==> src/rtl/img_ctrl_pkg.sv <==
// Shared types, default parameters and elaboration helpers for the image
// read/process/write sequencer.
package img_ctrl_pkg;

  typedef enum logic [1:0] {
    IDLE  = 2'd0,
    RUN   = 2'd1,
    DRAIN = 2'd2,
    DONE  = 2'd3
  } state_t;

  localparam int DEF_ADDR_W     = 16;
  localparam int DEF_NUM_PIX    = 65536;
  localparam int DEF_NUM_PHASES = 8;
  localparam int DEF_SEL_W      = 3;
  localparam int DEF_RD_LAT     = 2;

  function automatic int clog2(input longint unsigned v);
    int r;
    longint unsigned x;
    r = 0;
    x = 1;
    while (x < v) begin
      x = x << 1;
      r = r + 1;
    end
    return r;
  endfunction

endpackage

==> src/rtl/rd_lat_pipe.sv <==
// Latency-matching shift register of {valid, address}; DEPTH cycles in to out,
// no backpressure. Invalid slots carry a zero address so outputs idle at 0.
module rd_lat_pipe #(
  parameter int DEPTH = 2,
  parameter int W     = 16
) (
  input  logic         clk,
  input  logic         rst_n,
  input  logic         flush,
  input  logic         in_vld,
  input  logic [W-1:0] in_addr,
  output logic         out_vld,
  output logic [W-1:0] out_addr
);

  logic [DEPTH-1:0] vld_q;
  logic [W-1:0]     addr_q [DEPTH];

  always_ff @(posedge clk or negedge rst_n) begin
    if (!rst_n) begin
      vld_q <= '0;
      for (int i = 0; i < DEPTH; i++) addr_q[i] <= '0;
    end else if (flush) begin
      vld_q <= '0;
      for (int i = 0; i < DEPTH; i++) addr_q[i] <= '0;
    end else begin
      vld_q[0]  <= in_vld;
      addr_q[0] <= in_vld ? in_addr : '0;
      for (int i = 1; i < DEPTH; i++) begin
        vld_q[i]  <= vld_q[i-1];
        addr_q[i] <= addr_q[i-1];
      end
    end
  end

  assign out_vld  = vld_q[DEPTH-1];
  assign out_addr = addr_q[DEPTH-1];

endmodule

==> src/rtl/img_ctrl_seq.sv <==
// Frame sequencer: walks NUM_PIX pixels x NUM_PHASES phases on start, issues
// BRAM read controls and RD_LAT-delayed write-back; all outputs registered.
module img_ctrl_seq
  import img_ctrl_pkg::*;
#(
  parameter int ADDR_W     = DEF_ADDR_W,
  parameter int NUM_PIX    = DEF_NUM_PIX,
  parameter int NUM_PHASES = DEF_NUM_PHASES,
  parameter int SEL_W      = DEF_SEL_W,
  parameter int RD_LAT     = DEF_RD_LAT
) (
  input  logic              clk,
  input  logic              rst_n,
  input  logic              start,
  input  logic              abort,
  output logic              ena,
  output logic [ADDR_W-1:0] addra,
  output logic [SEL_W-1:0]  sel,
  output logic              enb,
  output logic              wea,
  output logic [ADDR_W-1:0] addrb,
  output logic              busy,
  output logic              complete
);

  if (NUM_PIX < 1 || longint'(NUM_PIX) > (longint'(1) << ADDR_W)) begin : g_bad_pix
    $error("img_ctrl_seq: NUM_PIX out of range for ADDR_W");
  end
  if (NUM_PHASES < 2 || clog2(NUM_PHASES) > SEL_W) begin : g_bad_phases
    $error("img_ctrl_seq: NUM_PHASES must be >= 2 and fit in SEL_W");
  end
  if (RD_LAT < 1) begin : g_bad_lat
    $error("img_ctrl_seq: RD_LAT must be >= 1");
  end

  localparam int CNT_W = (RD_LAT > 1) ? clog2(RD_LAT) : 1;
  // Explicit last-value compares so NUM_PIX = 2^ADDR_W never needs a carry.
  localparam logic [ADDR_W-1:0] LAST_ADDR = ADDR_W'(NUM_PIX - 1);
  localparam logic [SEL_W-1:0]  LAST_SEL  = SEL_W'(NUM_PHASES - 1);
  localparam logic [CNT_W-1:0]  LAST_CNT  = CNT_W'(RD_LAT - 1);

  state_t            state_q, state_nx;
  logic [ADDR_W-1:0] addra_q, addra_nx;
  logic [SEL_W-1:0]  sel_q, sel_nx;
  logic [CNT_W-1:0]  cnt_q, cnt_nx;
  logic              ena_q, busy_q, complete_q;
  logic              tok_vld;
  logic              abort_hit;

  always_ff @(posedge clk or negedge rst_n) begin
    if (!rst_n) begin
      state_q    <= IDLE;
      addra_q    <= '0;
      sel_q      <= '0;
      cnt_q      <= '0;
      ena_q      <= 1'b0;
      busy_q     <= 1'b0;
      complete_q <= 1'b0;
    end else begin
      state_q    <= state_nx;
      addra_q    <= addra_nx;
      sel_q      <= sel_nx;
      cnt_q      <= cnt_nx;
      ena_q      <= (state_nx == RUN);
      busy_q     <= (state_nx != IDLE);
      complete_q <= (state_nx == DONE);
    end
  end

  always_comb begin
    state_nx  = state_q;
    addra_nx  = addra_q;
    sel_nx    = sel_q;
    cnt_nx    = cnt_q;
    tok_vld   = 1'b0;
    abort_hit = abort && (state_q != IDLE);
    case (state_q)
      IDLE: begin
        addra_nx = '0;
        sel_nx   = '0;
        if (start) state_nx = RUN;
      end
      RUN: begin
        if (sel_q == LAST_SEL) begin
          tok_vld = 1'b1;
          if (addra_q == LAST_ADDR) begin
            state_nx = DRAIN;
            cnt_nx   = '0;
          end else begin
            sel_nx   = '0;
            addra_nx = addra_q + ADDR_W'(1);
          end
        end else begin
          sel_nx = sel_q + SEL_W'(1);
        end
      end
      DRAIN: begin
        if (cnt_q == LAST_CNT) begin
          state_nx = DONE;
          addra_nx = '0;
          sel_nx   = '0;
        end else begin
          cnt_nx = cnt_q + CNT_W'(1);
        end
      end
      DONE: begin
        state_nx = IDLE;
        addra_nx = '0;
        sel_nx   = '0;
      end
      default: state_nx = IDLE;
    endcase
    // Abort wins over everything, including a token entering this cycle.
    if (abort_hit) begin
      state_nx = IDLE;
      addra_nx = '0;
      sel_nx   = '0;
      tok_vld  = 1'b0;
    end
  end

  logic pipe_vld;

  rd_lat_pipe #(
    .DEPTH (RD_LAT),
    .W     (ADDR_W)
  ) u_wr_pipe (
    .clk      (clk),
    .rst_n    (rst_n),
    .flush    (abort_hit),
    .in_vld   (tok_vld),
    .in_addr  (addra_q),
    .out_vld  (pipe_vld),
    .out_addr (addrb)
  );

  assign ena      = ena_q;
  assign addra    = addra_q;
  assign sel      = sel_q;
  assign wea      = pipe_vld;
  assign enb      = pipe_vld;
  assign busy     = busy_q;
  assign complete = complete_q;

endmodule

==> config.mk <==
export PLATFORM = sky130hd
export DESIGN_NAME = img_ctrl_seq
export DESIGN_NICKNAME = d
export VERILOG_FILES = /design/src/rtl/img_ctrl_pkg.sv /design/src/rtl/rd_lat_pipe.sv /design/src/rtl/img_ctrl_seq.sv
export SDC_FILE = /design/constraint.sdc
export NUM_CORES = 1
export LEC_CHECK = 0
export CORE_AREA = 2 2 105 107
export CTS_BUF_LIST = sky130_fd_sc_hd__clkbuf_16
export CTS_CLUSTER_DIAMETER = 120
export CTS_CLUSTER_SIZE = 14
export DETAILED_ROUTE_END_ITERATION = 10
export DIE_AREA = 0 0 107 109
export SKIP_LAST_GASP = 1
export SYNTH_ARGS = -nofsm -noshare
export SYNTH_HDL_FRONTEND = slang
export SYNTH_SLANG_ARGS = --single-unit
==> constraint.sdc <==
create_clock -name clk -period 2.6 [get_ports clk]
set_input_delay 0.26 -clock clk [delete_from_list [all_inputs] [get_ports clk]]
set_output_delay 0.26 -clock clk [all_outputs]
set_load 0.005 [all_outputs]
# == Word level (Yosys, flattened, before mapping) ==
# Cells that the tools add are included.
# classes
reduce_logical,9
muxes,26
add_sub_neg,3
n_eq_ne,13
# op_table
operator,n
16-bit 2-to-1 mux,5
16-bit one-hot mux with 3 select lines,1
32-bit 2-to-1 mux,1
16-bit by 1-bit adder with 16-bit output (second input constant),1
16-bit equality test (second input constant),1
2-bit 2-to-1 mux,6
3-bit 2-to-1 mux,4
3-bit != test (second input constant),3
3-bit one-hot mux with 3 select lines,1
2-bit one-hot mux with 4 select lines,1
2-bit equality test (second input constant),3
1-bit 2-to-1 mux,6
3-bit AND reduction,2
2-bit nonzero test,3
2-bit by 1-bit equality test with 1-bit output (second input constant),2
2-bit != test (second input constant),2
4-bit != test (second input constant),1
3-bit by 1-bit adder with 3-bit output (second input constant),1
3-bit equality test (second input constant),1
2-bit logical NOT,1
1-bit one-hot mux with 2 select lines,1
2-bit AND reduction,1
2-bit OR reduction,1
1-bit adder (second input constant),1
1-bit logical AND,1
# word_totals
output_inout_bits,40
ff_bits,59
in_bits,4

# == Depth between registers and ports, before layout ==
# logic_depth
word_depth,6
ltp_mapped,8
ltp_nobuf,6

# == Cells and area by module ==
# Synthesis repeated with hierarchy kept, for this count alone.
# unflattened
hier_cells,247
hier_area_um2,2716.4
# modules_own_cells
mod,area_each_um2,instances,cells_each
img_ctrl_seq,1470.2,1,159
rd_lat_pipe,1246.2,1,88

# == Worst setup path after synthesis ==
# Ideal clock, no wire load.
# synth_path
path_kind,flip-flop to flip-flop
start,register addra_q[0] (netlist: addra[0])
end,register addra_q[11] (netlist: addra[11])
arrival_ps,1978
path_stages_with_launch,8
path_slack_ps,545
setup_ps,78
cell_sequence,dfrtp_1 > ha_1 > and3_1 > and4_4 > buf_6 > a21o_4 > or4_1 > a21oi_1
# synth_between
elab_chain_len,5
# synth_rtl
item,line,rtl
"start, declared",img_ctrl_seq.sv:43,"logic [ADDR_W-1:0] addra_q, addra_nx;"
"start signal, assigned",img_ctrl_seq.sv:61,addra_q <= addra_nx;
16-bit by 1-bit adder with 16-bit output,img_ctrl_seq.sv:91,addra_nx = addra_q + ADDR_W'(1);
16-bit 2-to-1 mux,img_ctrl_seq.sv:86,if (addra_q == LAST_ADDR) begin
16-bit 2-to-1 mux,img_ctrl_seq.sv:84,if (sel_q == LAST_SEL) begin
16-bit one-hot mux with 3 select lines,img_ctrl_seq.sv:77,case (state_q)
16-bit 2-to-1 mux,img_ctrl_seq.sv:114,if (abort_hit) begin
# Several ways; a longest one is shown, not always the timed one. The select of a mux whose other input is x is not followed.
# A chain may end at the register's enable or synchronous reset.

# == Final worst setup path ==
# Same ends and word-level chain as after synthesis.

==> summary.txt <==
STA
  – Final Hold Vio Count: 0
  – Pins Over Slew Limit: 0
  – Final Cycle Share: 0.820
  – Worst slew pin tran: 728 ps
  – Minimum clock period: 2130 ps
  – Max-slew headroom: 0.514
  – Peak Freq: 469 MHz
  – Clock skew: ~6.6 ps
  – # setup viols final: 0
  – RSZ-0062 raised after global routing: no
  – Setup TNS: 0 ps

Critical path
  – CP required: 2830 ps
  – Critical path type: reg -> reg
  – Worst Path Arrival: around 2400 ps
  – Setup crit start: addra[0]$_DFFE_PN0P_
  – Crit Path Max Fanout: 16
  – Crit path launch type: register
  – FF-to-FF path depth: 6
  – Worst Setup EP: addra[11]$_DFFE_PN0P_
  – Worst Setup End Kind: register
  – RR Startpoint: addra[0]$_DFFE_PN0P_
  – R2r endpoint: addra[11]$_DFFE_PN0P_
  – R2R Setup Slk: 470 ps

Power
  – Internal: 1.90 mW
  – Power, Total: 2.38 mW
  – Worst vdd ir: between 0.3 and 0.4 mV
  – Sw Pwr: 0.480 mW
  – Pwr Density: 699 nW/um2
  – Sequential power share: 0.395
  – Comb pwr share: 0.047
  – Clock Power Share: 0.558
  – Switching portion of total power: 0.201
  – P_leak: about 1.6 nW

Route
  – Post-route DRC: 0
  – Initial drt markers: 204
  – Vias per cell: 4.42
  – Via Count: 1827
  – Post-DRT Antenna Nets: 0
  – Drt wl/cell: between 10 and 15 um
  – Final wirelength: around 5.5 mm
  – Drt pass-1 iters: 4

Clock network
  – CTS tree: done
  – Clock transition at path regs: ~50 ps
  – Cts repair resizes: 0
  – CTS buffer count: 9
  – H-tree Lvls: 3
  – CTS Root Cell: clkbuf_16
  – Sink Count: 59
  – Post-CTS Setup Inserts: 0
  – Clock Tree Buf Depth: 2
  – Skew-Pair Late Insertion Delay: roughly 320 ps
  – Hold Buf Count CTS: 0

Logic synthesis
  – Ys async rst share: 1.00
  – Yosys cell types: 41
  – #FFs+latches synth: around 60
  – Yosys warning count: 0
  – Synth Instances: approximately 230
  – Post-synth EDFFs: 0
  – Synthesized cell area: approximately 2600 um2
  – Seq/Total Area, Yosys: 0.571
  – Primary FF master, synth: dfrtp_1
  – Syn avg cell area: 11.1 um2
  – Post-synth net total: 240

Floorplan
  – Core Box Area: 10600 um2
  – DIE AREA: between 10000 and 15000 um2
  – Die H: about 110 um
  – Row count: 38
  – Die width: roughly 110 um
  – IO Count: 44
  – Initial Util: 0.244

Cells and area
  – Layout Nets: 275
  – Syn-to-layout area delta: 31.8%
  – Number of diodes: 0
  – Util after Layout: 0.322
  – Design Area, Final: 3410 um2
  – Share of cells above drive strength 1: 0.128

GRT
  – Total grt overflow: 0
  – Initial antenna violation count: 0
  – First-pass GRT wire length: 8.81 mm
  – Largest net degree at the start of global routing: 60
  – Gr usage total: 0.0997
  – Vias in the first global route: ~1700

Place
  – Gp weighted congestion: around 0.86
  – Placed inst area: ~3000 um2
  – IO Port Bufs: 43
  – Detail Placement HPWL: 3.75 mm

Flow run
  – Max_cap viols: 0

Min path
  – HP Class: in -> async

Status
  – Status: finished clean
==> logic make-up after synthesis <==
group,share of synthesized area
and+or+nand+nor,0.217
DFF,0.571
AOI/OAI and AO/OA,0.109
buffers and inverters,0.0750
xor gates and xnor gates,0.0135
adders and majority gates,0.0145
==> power by group through the flow <==
stage               Combinational [mW]  Clock, mW  Sequential [mW]
floorplan                       0.0597          0            0.954
global placement                 0.113          0            0.955
detailed placement               0.114          0            0.956
CTS                              0.115       1.35            0.940
global route                     0.127       1.39            0.941
finish                           0.113       1.33            0.941
==> cells in the final DEF (no fill, tap or decap), types with 2 or more instances in the layout <==
cell,n
a211oi_1,2
a21o_1,2
a21oi_1,9
a32o_1,2
and2_1,18
and3_1,19
and4_1,2
and4_4,3
buf_4,9
bufinv_16,3
clkbuf_16,9
clkdlybuf4s50_1,42
clkinv_2,2
dfrtp_1,59
ha_1,3
inv_1,2
nand2_1,11
nand2b_1,3
nand3_1,7
nand4_1,6
nor2_1,12
nor2b_1,2
o211ai_1,2
o21ai_0,14
o311ai_0,2
o31ai_1,4
or4_1,4
xnor2_1,2
xor2_1,2
==> Yosys cell counts, types with 2 or more instances <==
library cell / number / area share
and3_1: 19 / 0.046
buf_4: 19 / 0.055
xor2_1: 2 / 0.0068
a211oi_1: 2 / 0.0058
dfrtp_1: 59 / 0.57
o21ai_0: 14 / 0.027
nand2b_1: 3 / 0.0073
buf_2: 2 / 0.0039
nand2_1: 11 / 0.016
nor2_1: 12 / 0.017
a21oi_1: 9 / 0.017
nor2b_1: 2 / 0.0048
and4_4: 3 / 0.013
inv_1: 2 / 0.0029
o311ai_0: 2 / 0.0068
nand3_1: 7 / 0.014
a32o_1: 2 / 0.0077
and2_1: 18 / 0.044
ha_1: 3 / 0.015
or4_1: 4 / 0.012
clkbuf_1: 6 / 0.0087
and4_1: 2 / 0.0068
o211ai_1: 2 / 0.0058
a21o_1: 2 / 0.0058
nand4_1: 6 / 0.015
o31ai_1: 4 / 0.012
xnor2_1: 2 / 0.0068
==> worst min path at each step <==
stage                                                  to  slack [ps]  cells past startpoint                            from
after floorplan                      addra[0]$_DFFE_PN0P_         -40                      0                           rst_n
after global placement                      ena$_DFF_PN0_         440                      2                           rst_n
after detailed placement  u_wr_pipe.out_addr[4]$_DFF_PN0_         440                      1  u_wr_pipe.addr_q[20]$_DFF_PN0_
after CTS                                   ena$_DFF_PN0_         110                      2                           rst_n
after global routing                        ena$_DFF_PN0_         140                      2                           rst_n
final                                       ena$_DFF_PN0_          80                      2                           rst_n
==> metrics by stage <==
stage	hold slack [ps]	instances	setup slack [ps]
4_1_cts	111	413	502
3_3_place_gp	436	397	504
3_5_place_dp	435	397	461
6_report	76.0	413	467
5_1_grt	136	413	424
2_1_floorplan	-35.6	233	545
==> worst max-delay path: stages (launching register included) <==
cell and delay [ps]:
dfrtp_1 380, ha_1 250, and3_1 250, and4_4 240, a21o_4 280, or4_1 470
a21oi_1 180
==> flip-flops by register name, summed over array words and instances, names as in the netlist <==
name	flops
busy	1
state_q	2
ena	1
u_wr_pipe.addr_q	16
u_wr_pipe.out_addr	16
addra	16
complete	1
u_wr_pipe.vld_q	2
cnt_q	1
sel	3
==> layout make-up <==
| cell class | count | area [um2] |
|---|---|---|
| clock buffers | 9 | 225 |
| fillers | 1057 | 7190 |
| clock inverters | 7 | 116 |
| inverters | 2 | 7.51 |
| flip-flops and latches | 59 | 1480 |
| repair buffers | 52 | 493 |
| multi-input cells | 144 | 916 |
| well taps | 140 | 175 |
==> metal layers <==
layer / track usage / wire length (um) / part of all wire
met5: 0 / 0 / 0
met4: 0.0575 / 78 / 0.014
met2: 0.148 / 2610 / 0.47
met1: 0.132 / 2520 / 0.46
met3: 0.0263 / 289 / 0.053
Power figures use the tool's default switching activity.
